$ cat src/rtl/lab_exam.sv
// Go-timed step counter: counts synchronized rising edges of Clk while go is high,
// saturating at COUNT_MAX, and drives an 8-digit multiplexed seven-segment display.
module lab_exam #(
    parameter int SCAN_DIV  = 4,
    parameter int COUNT_MAX = 99
) (
    input  logic       Clk_unscaled,
    input  logic       Rst,
    input  logic       Clk,
    input  logic       go,
    output logic [6:0] count,
    output logic       done,
    output logic [6:0] out7,
    output logic [7:0] scr_out
);

    typedef enum logic [1:0] {
        S_IDLE,
        S_COUNT,
        S_DONE
    } state_e;

    localparam int             PW       = (SCAN_DIV > 1) ? $clog2(SCAN_DIV) : 1;
    localparam logic [PW-1:0]  PRE_LAST = PW'(SCAN_DIV - 1);
    localparam logic [6:0]     CNT_MAX  = 7'(COUNT_MAX);
    localparam logic [6:0]     SEG_BLANK = 7'b1111111;

    // Synchronizers and step edge detector
    logic clk_s1_q, clk_s2_q, clk_s3_q;
    logic go_s1_q, go_s2_q;
    logic step;

    // Counter FSM
    state_e     state_q, state_d;
    logic [6:0] count_q, count_d;
    logic       done_q, done_d;

    // Display scan
    logic [PW-1:0] pre_q, pre_d;
    logic [2:0]    idx_q, idx_d;
    logic [6:0]    out7_q, out7_d;
    logic [7:0]    scr_q, scr_d;
    logic [3:0]    ones, tens;

    function automatic logic [6:0] seg_of(input logic [3:0] d);
        case (d)
            4'd0:    return 7'b1000000;
            4'd1:    return 7'b1111001;
            4'd2:    return 7'b0100100;
            4'd3:    return 7'b0110000;
            4'd4:    return 7'b0011001;
            4'd5:    return 7'b0010010;
            4'd6:    return 7'b0000010;
            4'd7:    return 7'b1111000;
            4'd8:    return 7'b0000000;
            4'd9:    return 7'b0010000;
            default: return SEG_BLANK;
        endcase
    endfunction

    // NOTE: sequential state uses non-blocking assignments so every flop samples
    // the pre-edge values; blocking here would collapse the synchronizer chain.
    always_ff @(posedge Clk_unscaled or posedge Rst) begin
        if (Rst) begin
            clk_s1_q <= 1'b0;
            clk_s2_q <= 1'b0;
            clk_s3_q <= 1'b0;
            go_s1_q  <= 1'b0;
            go_s2_q  <= 1'b0;
        end else begin
            clk_s1_q <= Clk;
            clk_s2_q <= clk_s1_q;
            clk_s3_q <= clk_s2_q;
            go_s1_q  <= go;
            go_s2_q  <= go_s1_q;
        end
    end

    assign step = clk_s2_q & ~clk_s3_q;

    // NOTE: every always_comb output gets a default first, so no path infers a latch.
    always_comb begin
        state_d = state_q;
        count_d = count_q;
        done_d  = done_q;
        if (step) begin
            case (state_q)
                S_IDLE: begin
                    if (go_s2_q) begin
                        count_d = 7'd1;
                        state_d = S_COUNT;
                    end
                end
                S_COUNT: begin
                    if (go_s2_q) begin
                        count_d = (count_q >= CNT_MAX) ? CNT_MAX : count_q + 7'd1;
                    end else begin
                        done_d  = 1'b1;
                        state_d = S_DONE;
                    end
                end
                S_DONE: begin
                    if (go_s2_q) begin
                        count_d = 7'd1;
                        done_d  = 1'b0;
                        state_d = S_COUNT;
                    end
                end
                default: state_d = S_IDLE;
            endcase
        end
    end

    always_ff @(posedge Clk_unscaled or posedge Rst) begin
        if (Rst) begin
            state_q <= S_IDLE;
            count_q <= 7'd0;
            done_q  <= 1'b0;
        end else begin
            state_q <= state_d;
            count_q <= count_d;
            done_q  <= done_d;
        end
    end

    assign ones = 4'(count_q % 7'd10);
    assign tens = 4'(count_q / 7'd10);

    // Segments and enables are computed from the next digit index so both
    // registers always describe the same slot.
    always_comb begin
        if (pre_q == PRE_LAST) begin
            pre_d = '0;
            idx_d = idx_q + 3'd1;
        end else begin
            pre_d = pre_q + PW'(1);
            idx_d = idx_q;
        end
        scr_d = ~(8'd1 << idx_d);
        case (idx_d)
            3'd0:    out7_d = seg_of(ones);
            3'd1:    out7_d = seg_of(tens);
            default: out7_d = SEG_BLANK;
        endcase
    end

    always_ff @(posedge Clk_unscaled or posedge Rst) begin
        if (Rst) begin
            pre_q  <= '0;
            idx_q  <= 3'd0;
            out7_q <= 7'b1000000;
            scr_q  <= 8'b11111110;
        end else begin
            pre_q  <= pre_d;
            idx_q  <= idx_d;
            out7_q <= out7_d;
            scr_q  <= scr_d;
        end
    end

    assign count   = count_q;
    assign done    = done_q;
    assign out7    = out7_q;
    assign scr_out = scr_q;

endmodule

$ cat config.mk
export PLATFORM = sky130hd
export DESIGN_NAME = lab_exam
export DESIGN_NICKNAME = d
export VERILOG_FILES = /design/src/rtl/lab_exam.sv
export SDC_FILE = /design/constraint.sdc
export NUM_CORES = 1
export LEC_CHECK = 0
export ABC_AREA = 1
export ABC_CLOCK_PERIOD_IN_PS = 5780
export BUFFER_PORTS_ARGS = -buffer_cell sky130_fd_sc_hd__buf_2
export CAP_MARGIN = 10
export CORE_MARGIN = 5
export CORE_UTILIZATION = 50
export CTS_BUF_LIST = sky130_fd_sc_hd__clkbuf_8 sky130_fd_sc_hd__clkbuf_16
export CTS_CLUSTER_SIZE = 30
export DETAILED_ROUTE_END_ITERATION = 16
export HOLD_SLACK_MARGIN = 0.05
export PLACE_DENSITY = 0.79
export SYNTH_ARGS = -nofsm -noshare
export SYNTH_HDL_FRONTEND = slang
export SYNTH_SLANG_ARGS = --single-unit
$ cat constraint.sdc
create_clock -name Clk_unscaled -period 5.78 [get_ports Clk_unscaled]
set_input_delay 0.867 -clock Clk_unscaled [delete_from_list [all_inputs] [get_ports Clk_unscaled]]
set_output_delay 0.867 -clock Clk_unscaled [all_outputs]
set_load 0.02 [all_outputs]
# --- Word-level counts from Yosys, hierarchy flattened ---
# Memories as Yosys holds them, arrays and structs flattened.
# Index checks and enable logic that the tools add are counted.
word_totals:
  register_bits: 35
  rom_bits: 224
  inputBits: 4
  wordCells: 53
  n_memories: 2
mem_list:
  columns: ["memory", "depth", "width", "rd", "rd_clocked_by_memory_dff", "wr", "line_no", "source"]
  rows:
  - ["(no name shown)", 16, 7, 1, 0, 0, "46", "case (d)"]
  - ["(no name shown)", 16, 7, 1, 0, 0, "46", null]
classes:
  n_addsub: 3
  div_mod_pow: 2
  order_cmp: 1
  n_eq_ne: 8
  shifts: 1
  n_mux: 13
  n_bitwise: 3
  reduce_logical: 8
ops:
  columns: ["cell", "n"]
  rows:
  - ["one-hot mux 7 bit (2 select lines)", 2]
  - ["2-to-1 mux 7 bit", 3]
  - ["NOT 8 bit", 1]
  - ["AND reduction 4 bit", 2]
  - ["<< shifter 1 x 3 -> 8 bit (first input constant)", 1]
  - ["adder 7 x 1 -> 7 bit (second input constant)", 1]
  - ["divider 7 x 4 -> 7 bit (second input constant)", 1]
  - ["greater-or-equal comparator 7 bit (second input constant)", 1]
  - ["modulo 7 x 4 -> 7 bit (second input constant)", 1]
  - ["2-to-1 mux 2 bit", 3]
  - ["inequality test 2 bit (second input constant)", 3]
  - ["== test 2 bit (second input constant)", 2]
  - ["one-hot mux 2 bit (2 select lines)", 1]
  - ["nonzero test 2 bit", 2]
  - ["adder 3 x 1 -> 3 bit (second input constant)", 1]
  - ["== test 3 x 1 -> 1 bit (second input constant)", 1]
  - ["logical NOT 3 bit", 1]
  - ["2-to-1 mux 3 bit", 1]
  - ["AND reduction 3 bit", 1]
  - ["adder 2 x 1 -> 2 bit (second input constant)", 1]
  - ["== test 2 x 1 -> 1 bit (second input constant)", 1]
  - ["logical NOT 2 bit", 1]
  - ["2-to-1 mux 1 bit", 2]
  - ["inequality test 2 x 1 -> 1 bit (second input constant)", 1]
  - ["4 further kinds", 4]

# --- Longest topological paths before layout ---
# Gate-level depths: netlist (run 1).
logic_depth:
  depth_word: 4
  ltp_mapped: 26
  mapped_depth_nobuf: 25

# --- Worst setup path after synthesis (run 1) ---
# No wires, ideal clock.
synth_timing:
  path_kind: "reg-to-reg"
  start: "register count_q[4], in the netlist count[4]"
  end: "register out7_q[3], in the netlist out7[3]"
  setup_time_ns: 0.116
  t_arrival_ns: 2.952
  required_ns: 5.664
  slack_ns: 2.712
  path_stages_with_launch: 24
  path_buffers: 1
  synth_period_minus_slack_ns: 3.068
  cell_sequence: "dfrtp_1 > buf_6 > o21ai_2 > nand2_2 > nand2_4 > nand2_1 > o21ai_0 > nand2_2 > nand2_4 > nand2_2 > nand2_1 > inv_2 > ha_1 > nand3b_4 > nand3_4 > nand2_1 > nand2_2 > inv_1 > ha_1 > nand3b_1 > nand2_1 > nand2_1 > nand2_1 > nand2_1"
synth_between:
  elab_chain_cells: 3
  word_cells_on_any_way: 5
synth_lines:
  columns: ["item", "line_no", "source"]
  rows:
  - ["start: declaration", "35", "logic [6:0] count_q, count_d;"]
  - ["start signal: assignment", "121", "count_q <= count_d;"]
  - ["divider 7 x 4 -> 7 bit / modulo 7 x 4 -> 7 bit (equally long branches)", "127, 126", null]
  - ["memory (16 x 7 bit)", null, null]
  - ["one-hot mux 7 bit (2 select lines) (*)", "140", "case (idx_d)"]
  - ["named net out7_d[3]", "41", "logic [6:0] out7_q, out7_d;"]
  - ["end signal: assignment", "156", "out7_q <= out7_d;"]
  - ["end: declaration", "41", null]
# The timed path passes the listed nets; every way through them passes the cells marked *.
# A chain may end at the register's enable or synchronous reset.

# --- Worst setup path after layout (run 1) ---
# Ends and elaborated chain as after synthesis.

==> summary.md, run 1 <==
| Metric | Value |
|---|---|
| Worst skew pair latency | `0.30 ns` |
| Critical path class | `reg2reg` |
| Setup TNS | `0 ns` |
| Reg2reg path depth | `22` |
| Outcome | `completed` |
| Share of flip-flops with an asynchronous set or reset | `100.0%` |
| Design Area, Final | `~2500 um2` |
| Boundary Pins | `27` |
| Worst R2R End | `out7[3]$_DFF_PP0_` |
| Hold depth | `0` |
| N_diodes | `0` |
| Yosys warning total | `0` |
| Commonest non-fill, non-tap cells in the layout | `66 x nand2_1, 44 x inv_1, 27 x dfrtp_1` |
| Antenna viol nets, final | `0` |
| Syn Nets | `300` |
| Final WL | `approximately 4.2 mm` |
| GRT Util Overall | `15.27%` |
| Hold path start | `clk_s1_q$_DFF_PP0_` |
| Cts hold-fix bufs | `0` |
| Post-Synth XOR/XNOR Area | `1.181%` |
| Post-synth EDFFs | `0` |
| CTS tree | `built` |
| DR WL/cell | `between 10 and 15 um` |
| Unrepaired setup endpoints after global routing | `no` |
| Worst path slowest cell | `dfrtp_1` |
| Die ar. | `~6000 um2` |
| Largest family of logic cells by synthesized area | `simple AND/OR/NAND/NOR gates` |
| Worst-path cell chain | `o21ai_2 -> nand2_2 -> nand2_4 -> nand2_1 -> o21ai_0 -> nand2_2 -> nand2_4 -> nand2_2 -> nand2_1 -> inv_2 -> ha_1 -> nand3b_4 -> nand3_4 -> nand2_1 -> nand2_2 -> inv_1 -> ha_1 -> nand3b_1 -> nand2_1 -> nand2_1 -> nand2_1 -> nand2_1` |
| Fin. Hold Viols | `0` |
| Worst Clk Skew | `0.01176 ns` |
| DRC Markers | `0` |
| Post-Synthesis Cells | `278` |
| Global-route wire length before repair | `around 7.5 mm` |
| Sequential area share after synthesis | `around 40%` |
| Post-synth top flop | `dfrtp_1` |
| Arrival time at the worst endpoint | `approximately 3.5 ns` |
| Simple-gate share of the synthesized area | `between 30% and 40%` |
| Yosys reg bits | `35` |
| WP data required | `5.96 ns` |
| Total gr overflow | `0` |
| Synthesized area | `approximately 2200 um2` |
| CP bufs+invs | `2` |
| Synth-to-Final Area Change | `13.67%` |
| CP max stage delay | `about 0.5 ns` |
| Tcrit/Tclk final | `56.59%` |
| Flop pwr share | `35.1%` |
| Post-synthesis average cell area | `8.002 um2` |
| Clock sink count | `35` |
| Hpwl dp | `3.273 mm` |
| Initial Util | `51.45%` |
| Worst Setup Start Kind | `flip-flop` |
| Fillers | `422` |
| Vias in the first global route | `1733` |
| Crit path max-delay family | `simple AND/OR/NAND/NOR gates` |
| Initial antenna violation count | `0` |
| FMAX | `305.7 MHz` |
| Number of max-cap violations | `0` |
| Worst VDD drop | `0.1833 mV` |
| Die Wd | `76.70 um` |
| Share of cells above drive strength 1 | `23.40%` |
| H-tree Lvls | `2` |
| Period minus WS final | `roughly 3.3 ns` |
| Initial DRT Pass Iterations | `5` |
| I/O Buffers | `26` |
| R2r setup slk | `2.51 ns` |
| Part of the power in combinational logic | `a little under two fifths` |
| Actual slew at the worst max-slew pin | `0.4030 ns` |
| Clk buf depth | `2` |
| Pwr dens | `roughly 310 nW/um2` |
| Num CTS Buffers | `5` |
| Area fraction in compound gates after synthesis | `7.649%` |
| Post-cts sizing count | `0` |
| Core Area | `around 4300 um2` |
| Crit end category | `flip-flop` |
| Reg2reg start | `count[4]$_DFFE_PP0P_` |
| Max transition margin | `72.78%` |
| Most common cell after layout, fill and taps aside | `nand2_1` |
| Die Y | `76.70 um` |
| Multiplexer share of the synthesized area | `0%` |
| Clock transition at path regs | `0.07 ns` |
| Clk network pwr share | `~28%` |
| Synth cell types | `29` |
| Leak | `around 0.0013 uW` |
| HP Class | `reg2reg` |
| Switching Fraction | `a little under two fifths` |
| Fin nets | `333` |
| Internal power component | `494.1 uW` |
| Clock root cell | `clkbuf_8` |
| Postcts setup bufs | `0` |
| CP max FO | `8` |
| Area of placed instances | `2416 um2` |
| Vias | `1815` |
| Hold Path End | `clk_s2_q$_DFF_PP0_` |
| Via density | `4.986` |
| Global placer's final weighted congestion | `0.8942` |
| Psw | `around 300 uW` |
| Max Slew Vio Count | `0` |
| Largest net degree at the start of global routing | `36` |
| Crit path top cell by count | `nand2_1` |
| Post-synthesis adder-cell area fraction | `10.12%` |
| Rows | `24` |
| Final setup violation count | `0` |
| Iter 0 DRT Violations | `slightly below 90` |
through the flow:
step / instances / total power [uW] / utilization (%) / setup slack, ns / hold WS, ns
after floorplan: 278 / 515.2 / - / 2.712 / 0.3312
after global placement: 356 / 572.1 / 55.87 / 2.684 / 0.3343
after detailed placement: 356 / 574.5 / 55.87 / 2.538 / 0.3397
after CTS: 364 / 797.9 / 58.48 / 2.510 / 0.3561
after global routing: 364 / 857.9 / 58.48 / 2.210 / 0.3796
final: 364 / 789.8 / 58.48 / 2.509 / 0.3522
power by group through the flow:
stage	clock (uW)	combinational, uW	sequential (uW)
after floorplan	0	225	291
after global placement	0	290	282
after detailed placement	0	293	282
after CTS	225	295	277
after global routing	238	340	280
final	221	291	278
layout make-up:
cell class	instances	area, um2	area share [%]
clock buffer	5	68.82	2.721
clock inverter	3	43.79	1.732
inverter	49	183.9	7.274
multi-input combinational	193	1144	45.23
sequential	35	885.9	35.03
tap	52	65.06	2.573
timing repair buffer	27	137.6	5.443
cells in the mapped netlist, drive strengths merged, types with 2 or more instances:
cell type  instances  area (um2)
inv               49       183.9
nand4              3       33.78
nand3b             5       50.05
nand2             79       354.1
a21oi              6       30.03
nand3             25       157.7
xor2               2       17.52
dfrtp             27       675.7
nor3               5       25.02
nor2              24       95.09
ha                18       225.2
o21ai             20       107.6
dfstp              8       210.2
worst max path at each step:
stage / startpoint / to / slack, ns / cells past startpoint
after detailed placement: count[4]$_DFFE_PP0P_ / out7[3]$_DFF_PP0_ / 2.54 / 22
final: count[4]$_DFFE_PP0P_ / out7[3]$_DFF_PP0_ / 2.51 / 22
after floorplan: count[4]$_DFFE_PP0P_ / out7[3]$_DFF_PP0_ / 2.71 / 23
after global routing: count[4]$_DFFE_PP0P_ / out7[3]$_DFF_PP0_ / 2.21 / 22
after global placement: count[4]$_DFFE_PP0P_ / out7[3]$_DFF_PP0_ / 2.68 / 22
after CTS: count[4]$_DFFE_PP0P_ / out7[3]$_DFF_PP0_ / 2.51 / 22
cell families after synthesis:
family                     after synthesis
and+or+nand+nor                        142
buffers and inverters                   50
DFF                                     35
AOI/OAI and AO/OA                       30
adders and majority gates               18
xor gates and xnor gates                 3
registers in the layout, summed over array words and instances, names as in the netlist, 2 cells and up:
signal / cells
state_q: 2
pre_q: 2
scr_out: 8
count: 7
out7: 7
idx_q: 3
routing by layer:
metal / GRT usage, % / vias up / wire length (um)
li1: - / 939 / -
met1: 17.74 / 816 / 1826
met2: 26.23 / 48 / 2026
met3: 5.269 / 12 / 229
met4: 4.720 / 0 / 94
met5: 0 / - / 0
Note: power is estimated with default switching activity, not from simulation.
==> inputs of run 2 (changes only) <==
Settings changed: ABC_AREA 1 to 0, ABC_CLOCK_PERIOD_IN_PS 5780 to 3200, PLACE_DENSITY 0.79 to 0.78.
Clock period 5.78 ns to 3.2 ns, I/O delays scaled along.
==> run 2 against run 1 <==
Compared with the run above:
- fmax is 7.6% higher
- worst hold slack worse by 0.11 ns
- worst setup slack worse by 2.4 ns
- synthesized area is 18% higher
- synthesized cell count is 8.6% higher
- design area is 23% higher
- largest power group unchanged
==> summary.md, run 2 <==
| Metric | Value |
|---|---|
| Vias | `2443 (was 1815)` |
| Area of placed instances | `2995 um2 (was 2416 um2)` |
| Area of the multi-input gates | `1643 um2 (was 1144 um2)` |
| Fin. Hold Viols | `0 (unchanged)` |
| Yosys reg bits | `35 (unchanged)` |
| Arrival time at the worst endpoint | `3.20 ns (was 3.45 ns)` |
| Yosys warning total | `0 (unchanged)` |
| Worst skew pair latency | `0.29 ns (was 0.30 ns)` |
| Global placer's final weighted congestion | `0.9273 (was 0.8942)` |
| Flip-flop and latch area | `890.9 um2 (was 885.9 um2)` |
| Clock sink count | `35 (unchanged)` |
| Worst VDD drop | `0.4337 mV (was 0.1833 mV)` |
| Commonest non-fill, non-tap cells in the layout | `27 x buf_4, 26 x nand2_1, 26 x buf_2 (was 66 x nand2_1, 44 x inv_1, 27 x dfrtp_1)` |
| Final setup violation count | `0 (unchanged)` |
| HP Class | `in2async (was reg2reg)` |
| Rows | `26 (was 24)` |
| GRT Util Overall | `20.59% (was 15.27%)` |
| Vias in the first global route | `2298 (was 1733)` |
| Yosys top cell area share | `25.74% (was 30.37%)` |
| Iter 0 DRT Violations | `248 (was 89)` |
| Leak | `0.001296 uW (was 0.001333 uW)` |
| Crit end category | `flip-flop (unchanged)` |
| Final WL | `6.526 mm (was 4.176 mm)` |
| Initial antenna violation count | `0 (unchanged)` |
| Actual slew at the worst max-slew pin | `0.5946 ns (was 0.4030 ns)` |
| Synthesized area | `2625 um2 (was 2225 um2)` |
| Share of cells above drive strength 1 | `29.28% (was 23.40%)` |
| Max transition margin | `60.32% (was 72.78%)` |
| Cell with the most instances after synthesis | `dfrtp_1 (was nand2_1)` |
| Synth-to-Final Area Change | `18.92% (was 13.67%)` |
| Synth cell types | `61 (was 29)` |
| N_diodes | `0 (unchanged)` |
| Initial Util | `51.40% (was 51.45%)` |
| Fin nets | `366 (was 333)` |
| Total gr overflow | `0 (unchanged)` |
| Max reg flops | `8 (unchanged)` |
| DR WL/cell | `15.73 um (was 11.47 um)` |
| Number of max-cap violations | `0 (unchanged)` |
| H-tree Lvls | `2 (unchanged)` |
| Worst Clk Skew | `0.006972 ns (was 0.01176 ns)` |
| Num CTS Buffers | `5 (unchanged)` |
| Die ar. | `6799 um2 (was 5883 um2)` |
| Period minus WS final | `3.041 ns (was 3.271 ns)` |
| WP data required | `3.36 ns (was 5.96 ns)` |
| Post-synth top flop | `dfrtp_1 (unchanged)` |
| Via density | `5.887 (was 4.986)` |
| Post-synth EDFFs | `0 (unchanged)` |
| Die Y | `82.46 um (was 76.70 um)` |
| Hold WS | `0.2430 ns (was 0.3522 ns)` |
| Sequential area share after synthesis | `33.75% (was 39.82%)` |
| Design Area, Final | `3122 um2 (was 2529 um2)` |
| Worst Setup Start Kind | `flip-flop (unchanged)` |
| CTS tree | `built (unchanged)` |
| Clock root cell | `clkbuf_8 (unchanged)` |
| Core Area | `5107 um2 (was 4324 um2)` |
| Post-synthesis average cell area | `8.692 um2 (was 8.002 um2)` |
| Antenna viol nets, final | `0 (unchanged)` |
| Synth cell count leaders | `27 x dfrtp_1, 26 x nand2_1, 22 x nor2_1, 20 x o21ai_0, 19 x inv_1 (was 66 x nand2_1, 44 x inv_1, 27 x dfrtp_1, 22 x nor2_1, 20 x nand3_1)` |
| Boundary Pins | `27 (unchanged)` |
| Clock transition at path regs | `0.07 ns (about the same)` |
| Outcome | `completed (unchanged)` |
| Global-route wire length before repair | `10.75 mm (was 7.486 mm)` |
| Fillers | `446 (was 422)` |
| Die Wd | `82.46 um (was 76.70 um)` |
| Syn Nets | `324 (was 300)` |
| Initial DRT Pass Iterations | `5 (unchanged)` |
| Max Slew Vio Count | `0 (unchanged)` |
| FMAX | `328.8 MHz (was 305.7 MHz)` |
| Post-Synthesis Cells | `302 (was 278)` |
| Critical path class | `reg2reg (unchanged)` |
| Tcrit/Tclk final | `95.04% (was 56.59%)` |
| Fin util | `61.12% (was 58.48%)` |
| DRC Markers | `0 (unchanged)` |
| CP max FO | `7 (was 8)` |
| Pwr dens | `616.9 nW/um2 (was 312.3 nW/um2)` |
| Cell taking the most area after synthesis | `dfrtp_1 (unchanged)` |
| Clk buf depth | `2 (unchanged)` |
| I/O Buffers | `26 (unchanged)` |
| Share of flip-flops with an asynchronous set or reset | `100.0% (unchanged)` |
| Largest net degree at the start of global routing | `21 (was 36)` |
| Synth area leaders | `dfrtp_1 26%, ha_1 8.6%, dfstp_2 8.0%, o21ai_0 3.8%, nand2_1 3.7% (was dfrtp_1 30%, nand2_1 11%, ha_1 10%, dfstp_2 9.4%, inv_1 7.4%)` |
| Cts hold-fix bufs | `0 (unchanged)` |
| Most common cell after layout, fill and taps aside | `buf_4 (was nand2_1)` |
| Hpwl dp | `4.882 mm (was 3.273 mm)` |
==> run 2: worst paths after layout <==
| kind | from | end | slack [ns] | cells after the start |
|---|---|---|---|---|
| max | count[6]$_DFFE_PP0P_ | out7[0]$_DFF_PP0_ | 0.16 | 14 |
| max reg2reg | count[6]$_DFFE_PP0P_ | out7[0]$_DFF_PP0_ | 0.16 | 14 |
| min reg2reg | clk_s1_q$_DFF_PP0_ | clk_s2_q$_DFF_PP0_ | 0.35 | 0 |
| min in group Clk_unscaled | Clk | clk_s1_q$_DFF_PP0_ | 0.29 | 1 |
| max in group asynchronous | Rst | scr_out[7]$_DFF_PP1_ | 2.22 | 3 |
| min | Rst | go_s1_q$_DFF_PP0_ | 0.24 | 2 |
==> run 2: area by class of cell <==
| cell class | count | share of cell area [%] |
|---|---|---|
| well taps | 70 | 2.806 |
| clock buffers | 5 | 2.204 |
| flip-flops and latches | 35 | 28.54 |
| repair buffers | 54 | 10.82 |
| inverters | 19 | 2.365 |
| multi-input cells | 229 | 52.63 |
| clock inverters | 3 | 0.6413 |
==> run 2: where the power goes <==
group / leakage, uW / switching (uW) / internal, uW
Sequential: 0.000386 / 22.8 / 470
Combinational: 0.000870 / 653 / 461
Clock: 0.0000402 / 168 / 151
Total: 0.00130 / 844 / 1080
==> run 2: layer usage <==
layer | global-route usage [%] | vias to the layer above | share of wire (%)
li1 | - | 1190 | -
met4 | 7.143 | 0 | 1.8
met2 | 35.10 | 81 | 49
met1 | 25.92 | 1160 | 42
met3 | 3.905 | 12 | 6.7
met5 | 0 | - | 0
==> run 2: kinds of logic after synthesis <==
logic type                 count (synthesis)  synth area share, %
muxes                                      9                3.527
adders and majority gates                 18                8.580
and+or+nand+nor                           99                19.11
DFF                                       35                33.75
buffers and inverters                     38                6.530
AOI/OAI and AO/OA                         95                25.83
xor gates and xnor gates                   8                2.669
==> run 2: through the flow <==
stage / total power (uW) / setup slack [ns] / std cells / setup TNS, ns
after floorplan: 1288 / -0.09619 / 302 / -0.1796
after global placement: 1545 / 0.1922 / 404 / 0
after detailed placement: 1564 / 0.08894 / 404 / 0
after CTS: 1889 / 0.07820 / 412 / 0
after global routing: 2054 / -0.01087 / 415 / -0.01087
final: 1926 / 0.1587 / 415 / 0
==> run 2: worst max-delay path, stage by stage, from the launching register on <==
cell,delay (ns)
dfrtp_2,0.44
or4bb_1,0.49
a31oi_1,0.15
a221o_2,0.17
inv_4,0.04
ha_4,0.16
o21ai_4,0.18
inv_2,0.10
xnor2_2,0.17
inv_2,0.09
ha_2,0.20
a221oi_2,0.29
o32ai_2,0.12
o211ai_2,0.19
o2111ai_1,0.13
==> run 2: what timing repair did <==
item                                    4_1_cts  5_1_grt
gates resized for setup                       0        4
buffers inserted                              0        3
endpoints found under the hold margin         0        0
endpoints found under the setup margin        0        4
